## config.mk

```make
export PLATFORM = sky130hd
export DESIGN_NAME = wb_store_buffer
export DESIGN_NICKNAME = d
export VERILOG_FILES = /design/src/rtl/wb_store_buffer.sv
export SDC_FILE = /design/constraint.sdc
export NUM_CORES = 1
export LEC_CHECK = 0
export CORE_AREA = 2 2 194 196
export DETAILED_ROUTE_END_ITERATION = 16
export DIE_AREA = 0 0 196 198
export GPL_TIMING_DRIVEN = 0
export HOLD_SLACK_MARGIN = 0.12
export PLACE_DENSITY = 0.77
export SYNTH_ARGS = -nofsm -noshare
export SYNTH_HDL_FRONTEND = slang
export SYNTH_SLANG_ARGS = --single-unit
```

## constraint.sdc

```tcl
create_clock -name CLK -period 3.9 [get_ports CLK]
set_input_delay 0.585 -clock CLK [delete_from_list [all_inputs] [get_ports CLK]]
set_output_delay 0.585 -clock CLK [all_outputs]
set_load 0.01 [all_outputs]
```

## src/rtl/wb_store_buffer.sv

```systemverilog
// In-order store buffer between writeback and the dcache write port.
// Writeback pushes stores; the head entry drains over a req/ack handshake.
module wb_store_buffer #(
  parameter int DEPTH = 4,
  parameter int PTR_W = 2
) (
  input  logic             CLK,
  input  logic             CLR,
  input  logic             wb_wr_v,
  input  logic [31:0]      wb_wr_addr,
  input  logic [31:0]      wb_wr_data,
  input  logic [1:0]       wb_wr_size,
  output logic             sb_full,
  output logic             sb_empty,
  output logic [PTR_W:0]   sb_count,
  output logic             dc_wr_req,
  output logic [31:0]      dc_wr_addr,
  output logic [31:0]      dc_wr_data,
  output logic [1:0]       dc_wr_size,
  input  logic             dc_wr_ack,
  input  logic             mem_rd_v,
  input  logic [31:0]      mem_rd_addr,
  input  logic [1:0]       mem_rd_size,
  output logic             sb_conflict
);

  logic [PTR_W-1:0] head_q, head_d, tail_q, tail_d;
  logic [PTR_W:0]   count_q, count_d;
  logic [DEPTH-1:0] vld_q, vld_d;
  logic [31:0]      addr_q [DEPTH];
  logic [31:0]      addr_d [DEPTH];
  logic [31:0]      data_q [DEPTH];
  logic [31:0]      data_d [DEPTH];
  logic [1:0]       size_q [DEPTH];
  logic [1:0]       size_d [DEPTH];
  logic             push, pop;

  // Address of the last byte touched; sizes 10 and the illegal 11 both span 4 bytes.
  function automatic logic [31:0] last_byte(input logic [31:0] a, input logic [1:0] s);
    case (s)
      2'b00:   return a;
      2'b01:   return a + 32'd1;
      default: return a + 32'd3;
    endcase
  endfunction

  // An access spans at most two dwords, so the spans intersect iff some endpoint dword matches.
  function automatic logic dw_overlap(input logic [31:0] a0, input logic [1:0] s0,
                                      input logic [31:0] a1, input logic [1:0] s1);
    logic [31:0] e0, e1;
    e0 = last_byte(a0, s0);
    e1 = last_byte(a1, s1);
    return (a0[31:2] == a1[31:2]) || (a0[31:2] == e1[31:2]) ||
           (e0[31:2] == a1[31:2]) || (e0[31:2] == e1[31:2]);
  endfunction

  assign sb_count  = count_q;
  assign sb_empty  = (count_q == '0);
  assign sb_full   = (count_q == (PTR_W+1)'(DEPTH));
  assign dc_wr_req = !sb_empty;

  assign dc_wr_addr = dc_wr_req ? addr_q[head_q] : '0;
  assign dc_wr_data = dc_wr_req ? data_q[head_q] : '0;
  assign dc_wr_size = dc_wr_req ? size_q[head_q] : '0;

  assign push = wb_wr_v && !sb_full;
  assign pop  = dc_wr_req && dc_wr_ack;

  always_comb begin
    head_d  = head_q;
    tail_d  = tail_q;
    count_d = count_q;
    vld_d   = vld_q;
    addr_d  = addr_q;
    data_d  = data_q;
    size_d  = size_q;
    if (pop) begin
      head_d        = head_q + 1'b1;
      vld_d[head_q] = 1'b0;
    end
    if (push) begin
      tail_d         = tail_q + 1'b1;
      vld_d[tail_q]  = 1'b1;
      addr_d[tail_q] = wb_wr_addr;
      data_d[tail_q] = wb_wr_data;
      size_d[tail_q] = wb_wr_size;
    end
    case ({push, pop})
      2'b10:   count_d = count_q + 1'b1;
      2'b01:   count_d = count_q - 1'b1;
      default: count_d = count_q;
    endcase
  end

  always_comb begin
    sb_conflict = 1'b0;
    if (mem_rd_v) begin
      for (int i = 0; i < DEPTH; i++) begin
        if (vld_q[i] && dw_overlap(mem_rd_addr, mem_rd_size, addr_q[i], size_q[i]))
          sb_conflict = 1'b1;
      end
      if (push && dw_overlap(mem_rd_addr, mem_rd_size, wb_wr_addr, wb_wr_size))
        sb_conflict = 1'b1;
    end
  end

  always_ff @(posedge CLK or negedge CLR) begin
    if (!CLR) begin
      head_q  <= '0;
      tail_q  <= '0;
      count_q <= '0;
      vld_q   <= '0;
    end else begin
      head_q  <= head_d;
      tail_q  <= tail_d;
      count_q <= count_d;
      vld_q   <= vld_d;
    end
  end

  // Payload is only observed through valid entries, so it carries no reset.
  always_ff @(posedge CLK) begin
    addr_q <= addr_d;
    data_q <= data_d;
    size_q <= size_d;
  end

endmodule

```

Word-level counts from Yosys, hierarchy flattened
Cells that the tools add are included. W data, S select, Z words.

Flip-flop bits (word level): 275. Bits in latches: 0. Bits in writable memories: 0. ROM bits: 0. Logic and storage cells: 152. Memories: 0.

Add/sub/neg operators: 16. $mul: 0. Div/mod/pow operators: 0. Order comparisons: 7. Equal/unequal tests: 29. Shift operators: 0. Multiplexer cells: 44. Bitwise operators: 5. Reductions and logical operators: 35.

Operator list (number): $eq A30 B30 Y1 (20); $mux W32 (13); $pmux W32 S2 (6); $bwmux W128 (2); $add A32 B1 Y32 const B (6); $add A32 B2 Y32 const B (6); $bmux W32 S2 (2); $demux W32 S2 (1); $logic_or A1 B1 Y1 (15); $eq A2 B1 Y1 const B (7); $logic_not A2 Y1 (6); $logic_and A1 B1 Y1 (10); $bwmux W8 (1); $mux W1 (8); $mux W2 (4); $mux W4 (2); $ge A3 B3 Y1 const B (2); $lt A2 B3 Y1 const B (2); $not A2 Y3 (2); $pmux W3 S2 (1); $add A2 B1 Y2 const B (2); $and A4 B4 Y4 (1); $bmux W2 S2 (1); $demux W1 S2 (2); other kinds (12) (14).

Depth between registers and ports, before layout
Gate-level depths: netlist (run 1).

Depth in word-level cells: 14. Gate-level depth with buffers: 13. Depth with buffers taken out: 12.

Worst setup path before layout (run 1)
No wires, ideal clock.

Path type: input -> output. Start: in wb_wr_size[1]. End: out sb_conflict. Data arrival time: 3221 ps. Required time: 3315 ps. Path slack: 94 ps. Stages on the path: 12. Cells stage by stage: nand2b_1 -> ha_1 -> a21oi_1 -> nor4_4 -> nand4_1 -> nor3_2 -> xor2_1 -> a21o_1 -> a22o_1 -> nand4_1 -> o41ai_1 -> o41a_1.

Cells in the longest elaborated chain, start to end: 10. Elaborated cells on any way between the ends: 12.

Ends and longest elaborated chain: start: declaration (RTL line 12) `input logic [1:0] wb_wr_size,`; $eq A2 B1 Y1 / $logic_not A2 Y1 (equally long branches) (RTL line 40) `case (s)`; $pmux W32 S2 (*) (RTL line 40); $mux W32 (*) (RTL line 97) `if (mem_rd_v) begin`; $eq A30 B30 Y1 (RTL line 53) `return (a0[31:2] == a1[31:2]) || (a0[31:2] == e1[31:2]) ||`; $logic_or A1 B1 Y1 (2 in series) (RTL line 53); $logic_or A1 B1 Y1 (*) (RTL line 54) `(e0[31:2] == a1[31:2]) || (e0[31:2] == e1[31:2]);`; $logic_and A1 B1 Y1 (*) (RTL line 102) `if (push && dw_overlap(mem_rd_addr, mem_rd_size, wb_wr_addr, wb_wr_size))`; $mux W1 (*) (RTL line 102); $mux W1 (*) (RTL line 97); end: declaration (RTL line 24) `output logic sb_conflict`.

Every way passes the cells marked *; elsewhere a longest branch is shown, timed or not. The select of a mux whose other input is x is not followed.

Final worst setup path (run 1)
Start: reg size_q[3] in the netlist's numbering. End: out sb_conflict.

Cells in the longest elaborated chain, start to end: 12. Elaborated cells on any way between the ends: 14.

Ends and longest elaborated chain: start: declaration (RTL line 34) `logic [1:0] size_q [DEPTH];`; start signal: assignment (RTL line 125) `size_q <= size_d;`; $eq A2 B1 Y1 / $logic_not A2 Y1 (equally long branches) (RTL line 40); $pmux W32 S2 (*) (RTL line 40); $mux W32 (*) (RTL line 97); $eq A30 B30 Y1 (RTL line 53); $logic_or A1 B1 Y1 (2 in series) (RTL line 53); $logic_or A1 B1 Y1 (*) (RTL line 54); $logic_and A1 B1 Y1 (*) (RTL line 99) `if (vld_q[i] && dw_overlap(mem_rd_addr, mem_rd_size, addr_q[i], size_q[i]))`; $mux W1 (*) (2 in series) (RTL line 99); $mux W1 (*) (RTL line 102); $mux W1 (*) (RTL line 97).

Marks and branches as above.

==> results of run 1 <==
## registers in the layout, summed over array words and instances, names as in the netlist
register and flops:
addr_q 128, data_q 128, size_q 8, vld_q 4, sb_count 3, head_q 2, tail_q 2
## synthesized netlist by cell type (13+ instances only)
library cell,n
xor2_1,129
or3_1,14
and2_1,83
o21ai_0,58
xnor2_1,209
mux4_2,66
ha_1,15
nor3b_1,13
and3_1,20
nand2b_1,13
clkbuf_1,49
nor3_1,61
nor4_1,42
and4_1,14
nor2_1,102
a21oi_1,53
mux2i_1,17
a31oi_1,16
buf_1,18
nand3_1,77
nand2_1,120
buf_2,25
inv_1,33
edfxtp_1,264
nand4_1,81
## logic make-up after synthesis
kind of cell,synth area share
multiplexers,0.0891
flip-flops,0.427
adder cells (fa/ha/maj),0.0108
AND/OR/NAND/NOR,0.216
AO/OA/AOI/OAI,0.0727
XOR/XNOR,0.154
buffers and inverters,0.0314
## where the power goes
group / internal (mW) / switching, mW
clock: 1.59 / 1.13
combinational: 2.89 / 3.32
sequential: 3.92 / 0.509
total: 8.39 / 4.96
## worst max-delay path, delay by kind of cell, from the launching register on
family	cells	cell delay, ps
AO/OA/AOI/OAI	7	1290
AND/OR/NAND/NOR	4	820
buffers and inverters	4	670
flip-flops	1	430
adder cells (fa/ha/maj)	1	220
## final cells by class
cell class	instances	area, um2
Timing Repair Buffer	208	2020
Tap cell	474	593
Inverter	33	124
Clock buffer	34	732
Buffer	98	508
Clock inverter	14	176
Sequential cell	275	8200
Fill cell	2950	13500
Multi-Input combinational cell	1382	11100
## worst max-delay path by stage
stage                     cells past startpoint           to  slack [ps]           start
final                                        16  sb_conflict        -680       size_q[3]
after global routing                         13  sb_conflict        -720  mem_rd_addr[2]
after CTS                                    13  sb_conflict        -500       size_q[7]
after detailed placement                     14  sb_conflict       -2050   wb_wr_size[1]
after global placement                       14  sb_conflict       -2050   wb_wr_size[1]
after floorplan                              12  sb_conflict          90   wb_wr_size[1]
## layer usage
layer  vias to the layer above  part of all wire  wire, um  GRT usage
met5                         -                 0         0          0
met4                         0             0.053      3880      0.183
met3                       202              0.12      8510     0.0738
met2                      1194              0.45     33500      0.602
met1                      8213              0.38     27900      0.513
li1                       7209                 -         -          -
## stage by stage
step / hold WS (ps) / util / instance area, um2 / total power, mW
finish: 386 / 0.634 / 23400 / 13.4
detailed placement: 487 / 0.582 / 21500 / 10.3
floorplan: 289 / - / 19200 / 7.65
global route: 383 / 0.634 / 23400 / 13.9
CTS: 371 / 0.632 / 23400 / 13.3
global placement: 465 / 0.579 / 21400 / 10.2
## repair_timing
item                       in CTS  in global routing
cloned                          0                  0
setup endpoints to repair      47                 21
pin swaps                      48                  7
setup buffers                  45                  1
resized for setup             159                 25
==> results_dict.tcl, run 1 <==
set metrics [dict create \
    outcome "finished with violations" \
    violations "setup timing" \
    ys_warn_count 0 \
    holdBufCountCts 0 \
    cp-end-kind "output port" \
    cap_violations 0 \
    grt_pass1_wl_mm 108 \
    critPathSlowestCell "edfxtp_1" \
    setup_ws_ps -677 \
    grt_pass1_vias 16400 \
    diodes 0 \
    die_x_um 196 \
    gp_congestion 1.08 \
    synth_edf_count 264 \
    min_to "size_q[3]" \
    fin_crit_sh 1.17 \
    wirelength_mm 73.8 \
    wl_per_cell_um 29.3 \
    syn_area_per_cell_um2 10.7 \
    port-buffer-count 158 \
    clk-insertion-delay-late_ps 560 \
    syn_nets 1915 \
    via_per_inst 6.68 \
    worstMarginPinSlew_ps 941 \
    yosysTopAreaCellShare 0.412 \
    vias 16800 \
    min_period_ps 4580 \
    grt_max_degree 51 \
    final_cell_mix "264 x edfxtp_1, 207 x xnor2_1, 141 x clkdlybuf4s50_1" \
    crit_arrival_ps 3990 \
    clk_path_buf_depth 3 \
    clock_sinks 275 \
    h-tree-depth 1 \
    dp.cells 2430 \
    antenna_found_initial 0 \
    hold_viol 0 \
    crit_required_ps 3310 \
    dr.first_iter.drc_count 2199 \
    synth_area_um2 19200 \
    holdPathStages 1 \
    rrSetupSlack_ps 1420 \
    final_cells 2518 \
    die-height_um 198 \
    grtUsageTotal 0.382 \
    max_stage_delay_ps 430 \
    drive_gt1_frac 0.163 \
    rr_startpoint "sb_count[1]" \
    synth.area.top_cells "edfxtp_1 41%, xnor2_1 9.5%, mux4_2 7.7%" \
    min_path_type "input pin to flop" \
    startpoint_type "flop" \
    path_max_fanout 10 \
    synthToLayoutAreaGrowth_pct 21.8 \
    nets 2146 \
    ys.flop_type "edfxtp_1" \
    dpl_worst_slack_ps -2050 \
    ff2ff_path_depth 9 \
    boundaryPins 178 \
    reg2reg_to "sb_count[2]" \
    maxSlewHeadroom 0.368 \
    drc 0 \
    detail-route-antenna-nets 0 \
    critPathKind "flop to output port" \
    core_area_um2 37000 \
    synthesis.instances 1794 \
    rsz0062_at_grt "true" \
    setup_viol_count_final 1 \
    die-area_um2 38800 \
    maxSlewViolCount 0 \
    yosysSeqAreaShare 0.427 \
    first_pass_iters 6 \
    leakage_nw 7.80 \
    gr-total-overflow 0 \
    start_util 0.520 \
    ys_seq_elements 275 \
    synth_top_area_cell "edfxtp_1" \
    vdd_drop_max_mv 0.697 \
    cts.clk_slew.worst_paths_ps 60 \
    ys_types 81 \
    crit_chain "nand2b_4 > ha_4 > a21oi_4 > buf_12 > nor4_4 > buf_4 > buf_4 > a31oi_1 > a311oi_1 > o21ai_1 > o21ai_2 > nor4_4 > nand4_1 > a31oi_4 > o41a_1 > buf_2" \
    hpwlAfterDp_mm 55.8 \
    tns_ps -677 \
    tritoncts "done" \
    final_common_cell "edfxtp_1" \
    finalClockSkew_ps 17.2 \
    pwr_density_cell_nw_per_um2 570 \
    hold_path.startpoint "wb_wr_size[1]" \
    cts_buffers 27 \
    clock-root-buffer "clkbuf_16" \
    async_flop_share 0.0400 \
    max_freq_ghz 0.218 \
    fp-row-count 71 \
]
No activity file was read; power rests on OpenSTA's default activity.
==> inputs of run 2 (changes only) <==
Settings changed: TNS_END_PERCENT from default to 10.
==> run 2 against run 1 <==
The flow still finishes with violations (setup timing). Core utilization hardly changed. Die area stayed put. Non-clock buffer count stayed put. Wire length is 0.17% higher. Clock power hardly changed. Highest routed layer unchanged.
==> results_dict.tcl, run 2 (synthesis results as in run 1) <==
set metrics [dict create \
    outcome "finished with violations" \
    violations "setup timing" \
    clk_path_buf_depth 3 \
    via_per_inst 6.71 \
    grt_pass1_vias 16400 \
    fp-row-count 71 \
    comb_power_share 0.465 \
    fill_cells 2951 \
    first_pass_iters 6 \
    p_seq_frac 0.331 \
    start_util 0.520 \
    crit_arrival_ps 3970 \
    power_mw 13.4 \
    leakage_nw 7.80 \
    dp.cells 2430 \
    final_area_um2 23400 \
    min_path_type "input pin to flop" \
    core_area_um2 37000 \
    clk-insertion-delay-late_ps 560 \
    tritoncts "done" \
    maxSlewHeadroom 0.364 \
    die-area_um2 38800 \
    clock-root-buffer "clkbuf_16" \
    rsz0062_at_grt "true" \
    setup_viol_count_final 1 \
    swShare 0.372 \
    vias 16900 \
    nets 2146 \
    pwr_density_cell_nw_per_um2 570 \
    maxSlewViolCount 0 \
    hpwlAfterDp_mm 55.8 \
    path_max_fanout 10 \
    fin_crit_sh 1.17 \
    intPower_mw 8.39 \
    drc 0 \
    crit_required_ps 3310 \
    final_cell_mix "264 x edfxtp_1, 207 x xnor2_1, 141 x clkdlybuf4s50_1" \
    boundaryPins 178 \
    grt_max_degree 51 \
    max_freq_ghz 0.219 \
    die_x_um 196 \
    worstMarginPinSlew_ps 947 \
    grt_pass1_wl_mm 108 \
    antenna_found_initial 0 \
    critPathKind "input pin to output port" \
    vdd_drop_max_mv 0.697 \
    reg_top3 "addr_q (128), data_q (128), size_q (8)" \
    cts_buffers 27 \
    detail-route-antenna-nets 0 \
    final_cells 2518 \
    dr.first_iter.drc_count 2201 \
    holdBufCountCts 0 \
    hold_viol 0 \
    finalClockSkew_ps 18.7 \
    register_area_um2 8200 \
    port-buffer-count 158 \
    min_period_ps 4560 \
    place_area_um2 21500 \
    final_common_cell "edfxtp_1" \
    gr-total-overflow 0 \
    wl_per_cell_um 29.4 \
    multi_input_area_um2 11100 \
    cap_violations 0 \
    diodes 0 \
    cts.clk_slew.worst_paths_ps 60 \
    clock_sinks 275 \
    h-tree-depth 1 \
    dpl_worst_slack_ps -2050 \
    p_clk_frac 0.203 \
    cp-end-kind "output port" \
    die-height_um 198 \
    drive_gt1_frac 0.163 \
    final_util 0.634 \
    wirelength_mm 74.0 \
    startpoint_type "input pin" \
    p_sw_mw 4.96 \
    setup_ws_ps -658 \
    synthToLayoutAreaGrowth_pct 21.8 \
    gp_congestion 1.08 \
    grtUsageTotal 0.382 \
]
==> run 2: cell counts in the layout (fill, tap and decap cells not counted) <==
No cell type changed its count.
==> run 2: repair_timing <==
action / in CTS / in global routing
resized for setup: 159 / 22
setup buffers: 45 / 1
pin swaps: 48 / 7
endpoints found under the setup margin: 47 / 21
==> run 2: metrics by stage <==
step                      TNS, ps  hold WS, ps
after detailed placement    -4820          487
after global placement    -293790          465
final                        -658          382
after CTS                    -499          371
after floorplan                 0          289
after global routing         -755          383
==> run 2: worst max-delay path, stage by stage <==
cell and delay, ps:
clkdlybuf4s50_1 740, buf_1 450, nand3_1 240, xnor2_2 230, o2111a_1 320, nand3_1 200, nor4_2 320, nand4_1 290
o41ai_4 180, o41a_1 250, buf_2 150
==> run 2: area by class of cell <==
type	instances	area share
clock buffers	34	0.0312
plain buffers	98	0.0216
inverters	33	0.00529
well taps	474	0.0253
clock inverters	14	0.00753
repair buffers	208	0.0864
flip-flops and latches	275	0.350
multi-input cells	1382	0.473
==> run 2: per-layer routing <==
metal / wire length (um) / vias to the layer above / share of wire / global-route usage
li1: - / 7206 / - / -
met1: 27800 / 8218 / 0.38 / 0.513
met2: 33400 / 1256 / 0.45 / 0.602
met3: 8750 / 223 / 0.12 / 0.0738
met4: 3950 / 0 / 0.053 / 0.183
met5: 0 / - / 0 / 0
==> run 2: final timing paths <==
| path | startpoint | to | slack (ps) | cells after the start |
|---|---|---|---|---|
| min | wb_wr_size[1] | size_q[3] | 380 | 1 |
| max | wb_wr_addr[9] | sb_conflict | -660 | 11 |
| min reg2reg | vld_q[2] | vld_q[2] | 500 | 1 |
| max in group asynchronous | CLR | tail_q[0] | 3090 | 1 |
| max reg2reg | sb_count[1] | sb_count[2] | 1420 | 9 |
| min in group asynchronous | CLR | vld_q[1] | 410 | 1 |
==> run 2: power by group through the flow <==
stage | clock network, mW | logic (mW) | registers [mW]
finish | 2.72 | 6.21 | 4.43
detailed placement | 0 | 5.91 | 4.44
global placement | 0 | 5.77 | 4.48
floorplan | 0 | 3.40 | 4.25
global route | 2.82 | 6.60 | 4.45
CTS | 2.71 | 6.15 | 4.39
==> inputs of run 3 (changes only) <==
Settings changed: CORE_AREA 2 2 194 196 to 2 2 223 170, DIE_AREA 0 0 196 198 to 0 0 225 172.
==> run 3 against run 2 <==
The run still ends with setup timing left. Wire length is 9.3% higher. Via count up 2.1%. First-iteration DRC count up 3.9%. Die area shrank 0.28%. Hold slack got worse by 76 ps. Clock power grew 2%. Sequential power rose by 1%. Maximum frequency up 0.49%. Critical path type unchanged. Largest power group unchanged. Highest routed layer unchanged.
==> results_dict.tcl, run 3 (synthesis results as in run 1) <==
set metrics [dict create \
    clock_sinks 275 \
    grt_pass1_vias 16300 \
    cap_violations 0 \
    fin_crit_sh 1.16 \
    core_area_um2 36600 \
    min_period_ps 4540 \
    wl_per_cell_um 31.7 \
    maxSlewHeadroom 0.347 \
    nets 2176 \
    leakage_nw 7.96 \
    cts.clk_slew.worst_paths_ps 60 \
    rsz0062_at_grt "true" \
    hold_viol 0 \
    vias 17300 \
    tns_ps -635 \
    crit_required_ps 3310 \
    critPathKind "input pin to output port" \
    start_util 0.526 \
    clock-root-buffer "clkbuf_16" \
    boundaryPins 178 \
    swShare 0.382 \
    die_x_um 225 \
    vdd_drop_max_mv 0.699 \
    path_max_fanout 8 \
    min_path_type "input pin to flop" \
    clk-insertion-delay-late_ps 590 \
    whs_ps 306 \
    startpoint_type "input pin" \
    p_clk_frac 0.204 \
    hpwlAfterDp_mm 61.9 \
    place_area_um2 21500 \
    dr.first_iter.drc_count 2286 \
    final_area_um2 23800 \
    h-tree-depth 1 \
    worstMarginPinSlew_ps 976 \
    maxSlewViolCount 0 \
    cts_buffers 28 \
    setup_viol_count_final 1 \
    grt_max_degree 56 \
    port-buffer-count 158 \
    setup_ws_ps -635 \
    dp.cells 2428 \
    detail-route-antenna-nets 0 \
    die-height_um 172 \
    via_per_inst 6.77 \
    antenna_found_initial 4 \
    reg_top3 "addr_q (128), data_q (128), size_q (8)" \
    p_sw_mw 5.21 \
    cp-end-kind "output port" \
    drive_gt1_frac 0.181 \
    gr-total-overflow 0 \
    wirelength_mm 80.8 \
    grt_pass1_wl_mm 113 \
    fill_cells 2809 \
    tritoncts "done" \
    rrSetupSlack_ps 1350 \
    first_pass_iters 8 \
    grtUsageTotal 0.414 \
    final_cells 2548 \
    clk_path_buf_depth 3 \
    outcome "finished with violations" \
    comb_power_share 0.467 \
    violations "setup timing" \
    crit_arrival_ps 3950 \
    pwr_density_cell_nw_per_um2 572 \
    max_freq_ghz 0.220 \
    fp-row-count 61 \
    die-area_um2 38700 \
    gp_congestion 1.04 \
    p_seq_frac 0.330 \
    final_common_cell "edfxtp_1" \
    drc 0 \
    synthToLayoutAreaGrowth_pct 23.9 \
    finalClockSkew_ps 19.8 \
    final_cell_mix "264 x edfxtp_1, 206 x xnor2_1, 142 x clkdlybuf4s50_1" \
    intPower_mw 8.42 \
    final_util 0.652 \
]
[run 3: cell types whose count changed in the layout (fill, tap and decap cells not counted), moves of 4 or more]
cell      before  now
buf_4         54   80
buf_6          5   13
clkbuf_1      38   33
clkbuf_2       6   11
buf_1         10    6
buf_2         31   27
clkinv_1       4    8
xor2_1       128  124
[run 3: cell type report]
type / instances / area, um2 / area share
Multi-Input combinational cell: 1382 / 11100 / 0.467
Sequential cell: 275 / 8200 / 0.344
Timing Repair Buffer: 239 / 2300 / 0.0965
Clock buffer: 31 / 712 / 0.0299
Tap cell: 472 / 591 / 0.0248
Buffer: 96 / 533 / 0.0224
Clock inverter: 19 / 225 / 0.00945
Inverter: 33 / 124 / 0.00520
Antenna cell: 1 / 2.50 / 0.000105
[run 3: metrics by stage]
| stage | worst slack (ps) | total power, mW |
|---|---|---|
| 2_1_floorplan | 94.3 | 7.65 |
| 3_3_place_gp | -2010 | 10.3 |
| 3_5_place_dp | -2040 | 10.5 |
| 4_1_cts | -512 | 13.5 |
| 5_1_grt | -658 | 14.1 |
| 6_report | -635 | 13.6 |
[run 3: layer usage]
metal | vias up | wire length, um | GRT usage
li1 | 7270 | - | -
met1 | 8589 | 32900 | 0.596
met2 | 1254 | 33700 | 0.592
met3 | 149 | 11700 | 0.142
met4 | 0 | 2530 | 0.117
met5 | - | 0 | 0
[run 3: worst paths after layout]
check,startpoint,to,depth (start not counted)
hold / removal,wb_wr_addr[2],addr_q[2],1
setup reg to reg,sb_count[0],sb_count[2],9
min in group asynchronous,CLR,vld_q[2],1
max in group asynchronous,CLR,tail_q[1],1
setup / recovery,mem_rd_addr[8],sb_conflict,14
hold reg to reg,vld_q[2],vld_q[2],1
[run 3: power by group through the flow]
stage                     sequential [mW]  combinational, mW  clock [mW]
after floorplan                      4.25               3.40           0
after global placement               4.52               5.79           0
after detailed placement             4.49               5.98           0
after CTS                            4.44               6.24        2.78
after global routing                 4.51               6.66        2.90
final                                4.49               6.36        2.78
[run 3: critical path, cell delays in order]
cell and delay (ps):
clkdlybuf4s50_1 640, nand3_2 260, nor4_4 190, buf_4 160, buf_4 140, nand2_2 240, xor2_1 250, nor4_1 300
nand4_1 230, nor4_2 220, nand3_1 160, a31oi_4 230, o41a_1 190, buf_2 140
[run 3: timing repair]
action                                  4_1_cts  5_1_grt
setup buffers                                70        7
pin swaps                                    57        6
cloned                                        0        0
gates resized for setup                     177       34
hold buffers                                  0        0
endpoints found under the setup margin       57       23
